$ cat config.mk
export PLATFORM = sky130hd
export DESIGN_NAME = operand_dispatch
export DESIGN_NICKNAME = d
export VERILOG_FILES = /design/src/rtl/adder_pkg.sv /design/src/rtl/operand_dispatch.sv
export SDC_FILE = /design/constraint.sdc
export NUM_CORES = 1
export LEC_CHECK = 0
export CAP_MARGIN = 10
export CELL_PAD_IN_SITES_DETAIL_PLACEMENT = 1
export CELL_PAD_IN_SITES_GLOBAL_PLACEMENT = 2
export CORE_MARGIN = 3
export CORE_UTILIZATION = 26
export CTS_CLUSTER_DIAMETER = 150
export CTS_CLUSTER_SIZE = 10
export DETAILED_ROUTE_END_ITERATION = 10
export GPL_TIMING_DRIVEN = 0
export PLACE_DENSITY_LB_ADDON = 0.1
export RECOVER_POWER = 25
export SKIP_CTS_REPAIR_TIMING = 1
export SLEW_MARGIN = 20
export SYNTH_ARGS = -nofsm -noshare
export SYNTH_HDL_FRONTEND = slang
export SYNTH_SLANG_ARGS = --single-unit
$ cat constraint.sdc
create_clock -name clk -period 1.9 [get_ports clk]
set_input_delay 0.38 -clock clk [delete_from_list [all_inputs] [get_ports clk]]
set_output_delay 0.38 -clock clk [all_outputs]
set_load 0.05 [all_outputs]
$ cat src/rtl/adder_pkg.sv
// Shared definitions for the adder/comparator datapath: dispatch FSM states, op codes
// and field widths used by both the dispatcher and the result-select mux.
package adder_pkg;

   typedef enum logic [1:0] {
      StIdle,
      StExec,
      StHold
   } state_e;

   localparam logic OP_ADD = 1'b0;
   localparam logic OP_CMP = 1'b1;

   localparam int unsigned CMP_W     = 6;
   localparam int unsigned LAT_CNT_W = 4;

endpackage

$ cat src/rtl/operand_dispatch.sv
// Issues one operation into the combinational adder/comparator datapath, waits a fixed
// latency, then captures the mux result and holds it on a valid/ready output channel.
module operand_dispatch
   import adder_pkg::*;
#(
   parameter int unsigned N   = 16,
   parameter int unsigned LAT = 1
) (
   input  logic             clk,
   input  logic             rst_n,
   input  logic             in_valid,
   output logic             in_ready,
   input  logic [N-1:0]     in_a,
   input  logic [N-1:0]     in_b,
   input  logic             in_cin,
   input  logic             in_op,
   output logic [N-1:0]     add_a,
   output logic [N-1:0]     add_b,
   output logic             add_cin,
   output logic [CMP_W-1:0] cmp_a,
   output logic [CMP_W-1:0] cmp_b,
   output logic             sel,
   input  logic [N-1:0]     res_in,
   input  logic             co_in,
   output logic             out_valid,
   input  logic             out_ready,
   output logic [N-1:0]     out_res,
   output logic             out_co
);

   localparam logic [LAT_CNT_W-1:0] LatLoad = LAT_CNT_W'(LAT - 1);

   state_e               state_q, state_d;
   logic [LAT_CNT_W-1:0] cnt_q, cnt_d;
   logic [N-1:0]         add_a_q, add_a_d;
   logic [N-1:0]         add_b_q, add_b_d;
   logic                 add_cin_q, add_cin_d;
   logic                 sel_q, sel_d;
   logic [N-1:0]         out_res_q, out_res_d;
   logic                 out_co_q, out_co_d;
   logic                 out_valid_q, out_valid_d;

   always_comb begin
      state_d     = state_q;
      cnt_d       = cnt_q;
      add_a_d     = add_a_q;
      add_b_d     = add_b_q;
      add_cin_d   = add_cin_q;
      sel_d       = sel_q;
      out_res_d   = out_res_q;
      out_co_d    = out_co_q;
      out_valid_d = out_valid_q;
      unique case (state_q)
         StIdle: begin
            if (in_valid) begin
               add_a_d   = in_a;
               add_b_d   = in_b;
               add_cin_d = in_cin;
               sel_d     = in_op;
               cnt_d     = LatLoad;
               state_d   = StExec;
            end
         end
         StExec: begin
            if (cnt_q != '0) begin
               cnt_d = cnt_q - LAT_CNT_W'(1);
            end else begin
               out_res_d   = res_in;
               out_co_d    = co_in;
               out_valid_d = 1'b1;
               state_d     = StHold;
            end
         end
         StHold: begin
            if (out_ready) begin
               out_valid_d = 1'b0;
               state_d     = StIdle;
            end
         end
         default: state_d = StIdle;
      endcase
   end

   always_ff @(posedge clk or negedge rst_n) begin
      if (!rst_n) begin
         state_q     <= StIdle;
         cnt_q       <= '0;
         add_a_q     <= '0;
         add_b_q     <= '0;
         add_cin_q   <= 1'b0;
         sel_q       <= 1'b0;
         out_res_q   <= '0;
         out_co_q    <= 1'b0;
         out_valid_q <= 1'b0;
      end else begin
         state_q     <= state_d;
         cnt_q       <= cnt_d;
         add_a_q     <= add_a_d;
         add_b_q     <= add_b_d;
         add_cin_q   <= add_cin_d;
         sel_q       <= sel_d;
         out_res_q   <= out_res_d;
         out_co_q    <= out_co_d;
         out_valid_q <= out_valid_d;
      end
   end

   assign in_ready  = (state_q == StIdle);
   assign add_a     = add_a_q;
   assign add_b     = add_b_q;
   assign add_cin   = add_cin_q;
   // Comparator always sees the low operand bits; the mux decides whether they are used.
   assign cmp_a     = add_a_q[CMP_W-1:0];
   assign cmp_b     = add_b_q[CMP_W-1:0];
   assign sel       = sel_q;
   assign out_valid = out_valid_q;
   assign out_res   = out_res_q;
   assign out_co    = out_co_q;

endmodule

======== Yosys cells after proc, flatten, opt, wreduce, memory -nomap -nowiden ========
Cells that the tools add are included.
cells by class
  add/sub/neg operators ................... 1
  eq/ne operators ......................... 6
  mux-type cells .......................... 10
  bitwise operators ....................... 1
  reductions and logical operators ........ 9
operators with widths
  kind                 count
  $reduce_and 3->1     3
  $mux 4               2
  $ne 2x2->1 const B   4
  $pmux 4 s2           1
  $mux 2               3
  $pmux 2 s3           1
  $reduce_and 2->1     2
  $reduce_bool 2->1    2
  $reduce_bool 4->1    1
  $sub 4x1->4 const B  1
  $eq 2x1->1 const B   1
  $eq 2x2->1 const B   1
  $logic_not 2->1      1
  $mux 1               2
  $pmux 1 s2           1
  $not 1->1            1
word-level totals
  flip-flop bits (word level) ............. 58
  bits of input ports ..................... 55
  output and inout port bits .............. 65
  word-level logic and storage cells ...... 36

======== Logic depth before layout (Yosys ltp) ========
  depth after elaboration ................. 3
  depth in mapped cells ................... 6
  gate-level depth less buffers ........... 5

======== Worst setup path after synthesis ========
No wires, ideal clock.
  kind .................................... reg-to-reg
  from .................................... register state_q[0]
  to ...................................... register add_a_q[0], in the netlist add_a[0]
  library setup time ...................... 125 ps
  arrival ................................. 1,734 ps
  slack ................................... 41 ps
  cell stages (with the launch flop) ...... 7
  buffers on the path ..................... 3
  cells stage by stage .................... dfrtp_1 > buf_4 > nor2_2 > and2_1 > buf_6 > buf_6 > mux2_4
on the way
  longest elaborated chain between the ends .. 2
RTL lines
  what                               RTL line                text
  start: declaration                 operand_dispatch.sv:33  state_e state_q, state_d;
  start signal: assignment           operand_dispatch.sv:86  state_q <= StIdle;
  start signal: assignment           operand_dispatch.sv:96  state_q <= state_d;
  $logic_not 2->1                    n/a
  named net in_ready                 operand_dispatch.sv:12  output logic in_ready,
  $reduce_and 2->1 (no source line)  n/a
  end signal: assignment             operand_dispatch.sv:88  add_a_q <= '0;
  end signal: assignment             operand_dispatch.sv:98  add_a_q <= add_a_d;
  end: declaration                   operand_dispatch.sv:35  logic [N-1:0] add_a_q, add_a_d;
The timed path passes the listed nets, and every way through them passes these cells.
A chain may end at the register's enable or synchronous reset.

======== Final worst setup path ========
  from .................................... register add_b_q[13], in the netlist add_b[13]
  to ...................................... output add_b[13]
RTL lines
  what                      RTL line                text
  start: declaration        operand_dispatch.sv:36  logic [N-1:0] add_b_q, add_b_d;
  start signal: assignment  operand_dispatch.sv:89  add_b_q <= '0;
  start signal: assignment  operand_dispatch.sv:99  add_b_q <= add_b_d;
  end: declaration          operand_dispatch.sv:18  output logic [N-1:0] add_b,
No word-level cell between the ends.

==> qor.yml <==
final_nets: 346
rows: 35
fin_crit_ps: 1852
grt_overflow: 0
hold_viol: 0
rsz0062_at_grt: "no"
syn_nets: 212
finalWorstSetupSlack_ps: 48.41
critPathMaxFanout: 2
dieArea_um2: 10950
ant_nets: 0
crit_path_start_kind: "register"
yosysSeqAreaShare_pct: 57.37
fin_crit_sh_pct: 97.45
dpl-instance-area_um2: 3908
die_h_um: 104.6
n_antenna_cell: 0
multi_input_area_um2: 913.4
grt_antenna_before_repair: 0
fillers: 945
min_path_type: "reg -> reg"
synth_seq_cells: 58
tritoncts: "done"
slew_headroom_pct: 20.91
cp-end-kind: "output port"
crit_path_cell_trace: "clkdlybuf4s50_1"
grt_max_degree: 41
dp_slack_ps: 73.31
final_cell_count_no_fill: 423
status: "finished, final reports clean"
mostFrequentLayoutCells: "dlymetal6s2s_1, dfrtp_1, clkdlybuf4s50_1, mux2_4, buf_4"
synth_area_leader_cell: "dfrtp_1"
cts_buffers: 9
avgSynthCellArea_um2: 16.32
yosys_warnings: 0
syn_inst: 155
required_ps: 1520
initial_core_util_pct: 27.12
vias: 1699
slew_viol_final: 0
critPathArrivalTime_ps: 1470
final_area_um2: 4284
drv_cap: 0
drive_gt1_share_pct: 31.29
grt_pass1_wl_um: 10210
placed_cells: 404
drt-wirelength-per-cell_um: 15.45
io_buffers: 119
fmaxAchievable_mhz: 540.1
critPathBufInv: 1
gp_congestion: 0.7054
core-area_um2: 9328
postRouteWirelength_um: 6536
synthToLayoutAreaGrowth_pct: 69.34
die_w_um: 104.6
clkTransAtPathRegs_ps: 60
drc: 0
synth_top_area_share_pct: 57.37
numClockSinks: 58
hold_slack_ps: 498.3
place_hpwl_um: 4592
clk_path_buf_depth: 2
skew_ps: 5.043
dr.pass1.iters: 3
syn_area_um2: 2530
clock_latency_ps: 330
via_per_inst: 4.017
path_delay_family: "buffers and inverters"
grt_pass1_vias: 1837
pin_count: 120
final_common_cell: "dlymetal6s2s_1"
crit_path_max_incr_delay_ps: 800
synthDistinctLibCells: 23
seq_area_um2: 1451
gr-usage-all-layers_pct: 12.14
synthTopCellsByArea: "dfrtp_1, mux2_4, mux2_2"
drt_iter0_markers: 36
crit_path_top_delay_cell: "clkdlybuf4s50_1"
h-tree-depth: 3
finalSetupViolations: 0
tightest_slew_ps: 1186
cts-root-buf: "clkbuf_8"
critPathKind: "reg -> out"
[kinds of logic after synthesis]
group,after synthesis,share of synthesized area [%]
flip-flops,58,57.37
buffers and inverters,21,6.528
AND/OR/NAND/NOR,12,3.710
AO/OA/AOI/OAI,9,2.078
adder cells (fa/ha/maj),2,0.9890
multiplexers,53,29.33
[final cells by class]
class | instances | share of cell area (%)
Buffer | 18 | 3.592
Clock buffer | 11 | 3.300
Inverter | 3 | 0.2629
Clock inverter | 5 | 1.256
Sequential cell | 58 | 33.88
Timing Repair Buffer | 123 | 32.62
Tap cell | 129 | 3.768
Multi-Input combinational cell | 76 | 21.32
[state kept, by name, summed over array words and instances (netlist names)]
register / flops
out_valid: 1
add_b: 16
cnt_q: 4
out_res: 16
state_q: 2
sel: 1
out_co: 1
add_a: 16
add_cin: 1
[worst paths after layout]
check | start | to | slack (ps) | cells after the start
worst max-delay path | add_b[13]$_DFFE_PN0P_ | add_b[13] | 50 | 1
worst min-delay path | cnt_q[0]$_DFFE_PN0P_ | cnt_q[0]$_DFFE_PN0P_ | 500 | 1
worst max register to register | cnt_q[0]$_DFFE_PN0P_ | out_res[11]$_DFFE_PN0P_ | 150 | 6
worst min register to register | cnt_q[0]$_DFFE_PN0P_ | cnt_q[0]$_DFFE_PN0P_ | 500 | 1
max in group asynchronous | rst_n | out_res[6]$_DFFE_PN0P_ | 310 | 3
min in group asynchronous | rst_n | add_a[6]$_DFFE_PN0P_ | 810 | 2
[cell usage after synthesis (all sizes together)]
master / number
nor3b: 1
nor2b: 1
nor3: 2
inv: 3
a21oi: 2
nand3b: 1
nor2: 2
nand2: 2
o21bai: 1
o21ai: 4
buf: 18
a22o: 1
and2: 1
nand2b: 1
or3b: 1
mux2: 52
o22ai: 1
dfrtp: 58
mux2i: 1
ha: 2
[routing by layer]
| layer | GRT usage (%) | vias to the layer above | wire [um] |
|---|---|---|---|
| met5 | 0 | - | 0 |
| met4 | 3.655 | 0 | 85 |
| met3 | 4.694 | 6 | 365 |
| met2 | 18.77 | 61 | 3097 |
| met1 | 15.78 | 843 | 2989 |
| li1 | - | 789 | - |
[per-stage QoR]
step	util, %	TNS, ps
after floorplan	-	0
after global placement	41.62	-100710
after detailed placement	41.89	0
after CTS	43.98	-2280
after global routing	45.93	0
final	45.93	0
Power is left out: the tool's default activity adds up to more than one toggle a clock period on the data nets, which glitch-free logic cannot reach.
==> RTL change: new RTL, config.mk and constraints unchanged <==
Take the reset off `out_res_q` and load it in a clocked block of its own.
--- a/src/rtl/operand_dispatch.sv
+++ b/src/rtl/operand_dispatch.sv
@@ -91,3 +91,2 @@
          sel_q       <= 1'b0;
-         out_res_q   <= '0;
          out_co_q    <= 1'b0;
@@ -101,3 +100,2 @@
          sel_q       <= sel_d;
-         out_res_q   <= out_res_d;
          out_co_q    <= out_co_d;
@@ -105,2 +103,6 @@
       end
+   end
+
+   always_ff @(posedge clk) begin
+      out_res_q <= out_res_d;
    end
Check against the original RTL: differs if rst_n is asserted again (counterexample within 4 cycles, from zero or initial values and one cycle with rst_n low); with rst_n held inactive, the same outputs for 10 cycles.
==> RTL change against the original RTL <==
  * The run now ends with setup timing left
  * Final area down 4.8%
  * Sequential cell count did not move
  * Sequential share of layout area is 3.7 points higher
  * First-iteration DRC count decreased by 17%
  * Setup slack lost 0.063 ns
  * Cell count is 9.9% lower
  * Synthesized area shrank 5.3%
  * Wire length decreased by 3.7%
  * Critical endpoint is now out_co
==> RTL change: results (changes against the original RTL) <==
{| class="wikitable"
! Metric !! Value
|-
| Metal-1 WL || 2.79 mm (was 2.99 mm)
|-
| Sequential fraction of the synthesis area || 63.9% (was 57.4%)
|-
| Setup TNS after final layout || -0.0147 ns (was 0 ns)
|-
| Total routing resource utilization after global routing || 12.4% (was 12.1%)
|-
| Proportion of synthesized flip-flops having asynchronous set or reset || 72.4% (was 100%)
|-
| Top post-synthesis cells by count || dfrtp_1 (42), mux2_4 (30), edfxtp_1 (16) (was dfrtp_1 (58), mux2_4 (39), buf_4 (13), mux2_2 (13), buf_6 (5))
|-
| Post-synthesis compound-gate area fraction || 2.51% (was 2.08%)
|-
| GRT met3 Usage || 4.51% (was 4.69%)
|-
| First-pass GRT wire length || 9.54 mm (was 10.2 mm)
|-
| Number of enable-type register cells in the synthesized netlist || 16 (was 0)
|-
| Final setup violating endpoints || 1 (was 0)
|-
| Netlist cell types || 26 (was 23)
|-
| Reg2Reg Depth || 5 (was 6)
|-
| Total cell area at the placement stage || 0.00374 mm2 (was 0.00391 mm2)
|-
| WL met2 || 3.05 mm (was 3.10 mm)
|-
| Type of the tightest min-delay check || in -> async (was reg -> reg)
|-
| Worst slack, placed || -0.401 ns (was 0.0733 ns)
|-
| PnR worst setup slack || -0.0147 ns (was 0.0484 ns)
|-
| Worst-Margin Slew || 1.14 ns (was 1.19 ns)
|-
| Worst hold-check slack || 0.241 ns (was 0.498 ns)
|-
| Net count reported at finish || 325 (was 346)
|-
| Global-route met1 utilization || 15.9% (was 15.8%)
|-
| Clock Skew || 0.00590 ns (was 0.00504 ns)
|-
| Cell types occupying the most area after synthesis || dfrtp_1 (44%), edfxtp_1 (20%), mux2_4 (19%) (was dfrtp_1 (57%), mux2_4 (23%), mux2_2 (5.8%))
|-
| Status || finished, violations left (was finished, final reports clean)
|-
| Failing checks || setup timing
|-
| Via count of the first global-routing pass || 1722 (was 1837)
|}
==> RTL change: how the worst min path moves through the flow <==
stage,endpoint,start
after floorplan,add_a[0],rst_n
after global placement,add_b[8],add_b[8]
after detailed placement,add_a[3],rst_n
after CTS,add_a[4],rst_n
after global routing,add_a[4],rst_n
final,add_a[4],rst_n
==> RTL change: layout make-up <==
cell class	count	area share (%)
clock buffer	10	3.38
buffer	17	4.14
tap	108	3.31
timing repair buffer	120	32.5
sequential	58	37.6
clock inverter	6	1.96
multi-input combinational	59	16.9
inverter	3	0.276
==> RTL change: power by group through the flow <==
stage | Combinational, mW | Clock, mW | Sequential (mW)
6_report | 5.06 | 1.27 | 2.15
5_1_grt | 5.32 | 1.39 | 2.24
3_5_place_dp | 5.16 | 0 | 2.20
3_3_place_gp | 5.13 | 0 | 2.18
2_1_floorplan | 1.92 | 0 | 3.80
4_1_cts | 5.18 | 1.32 | 2.19
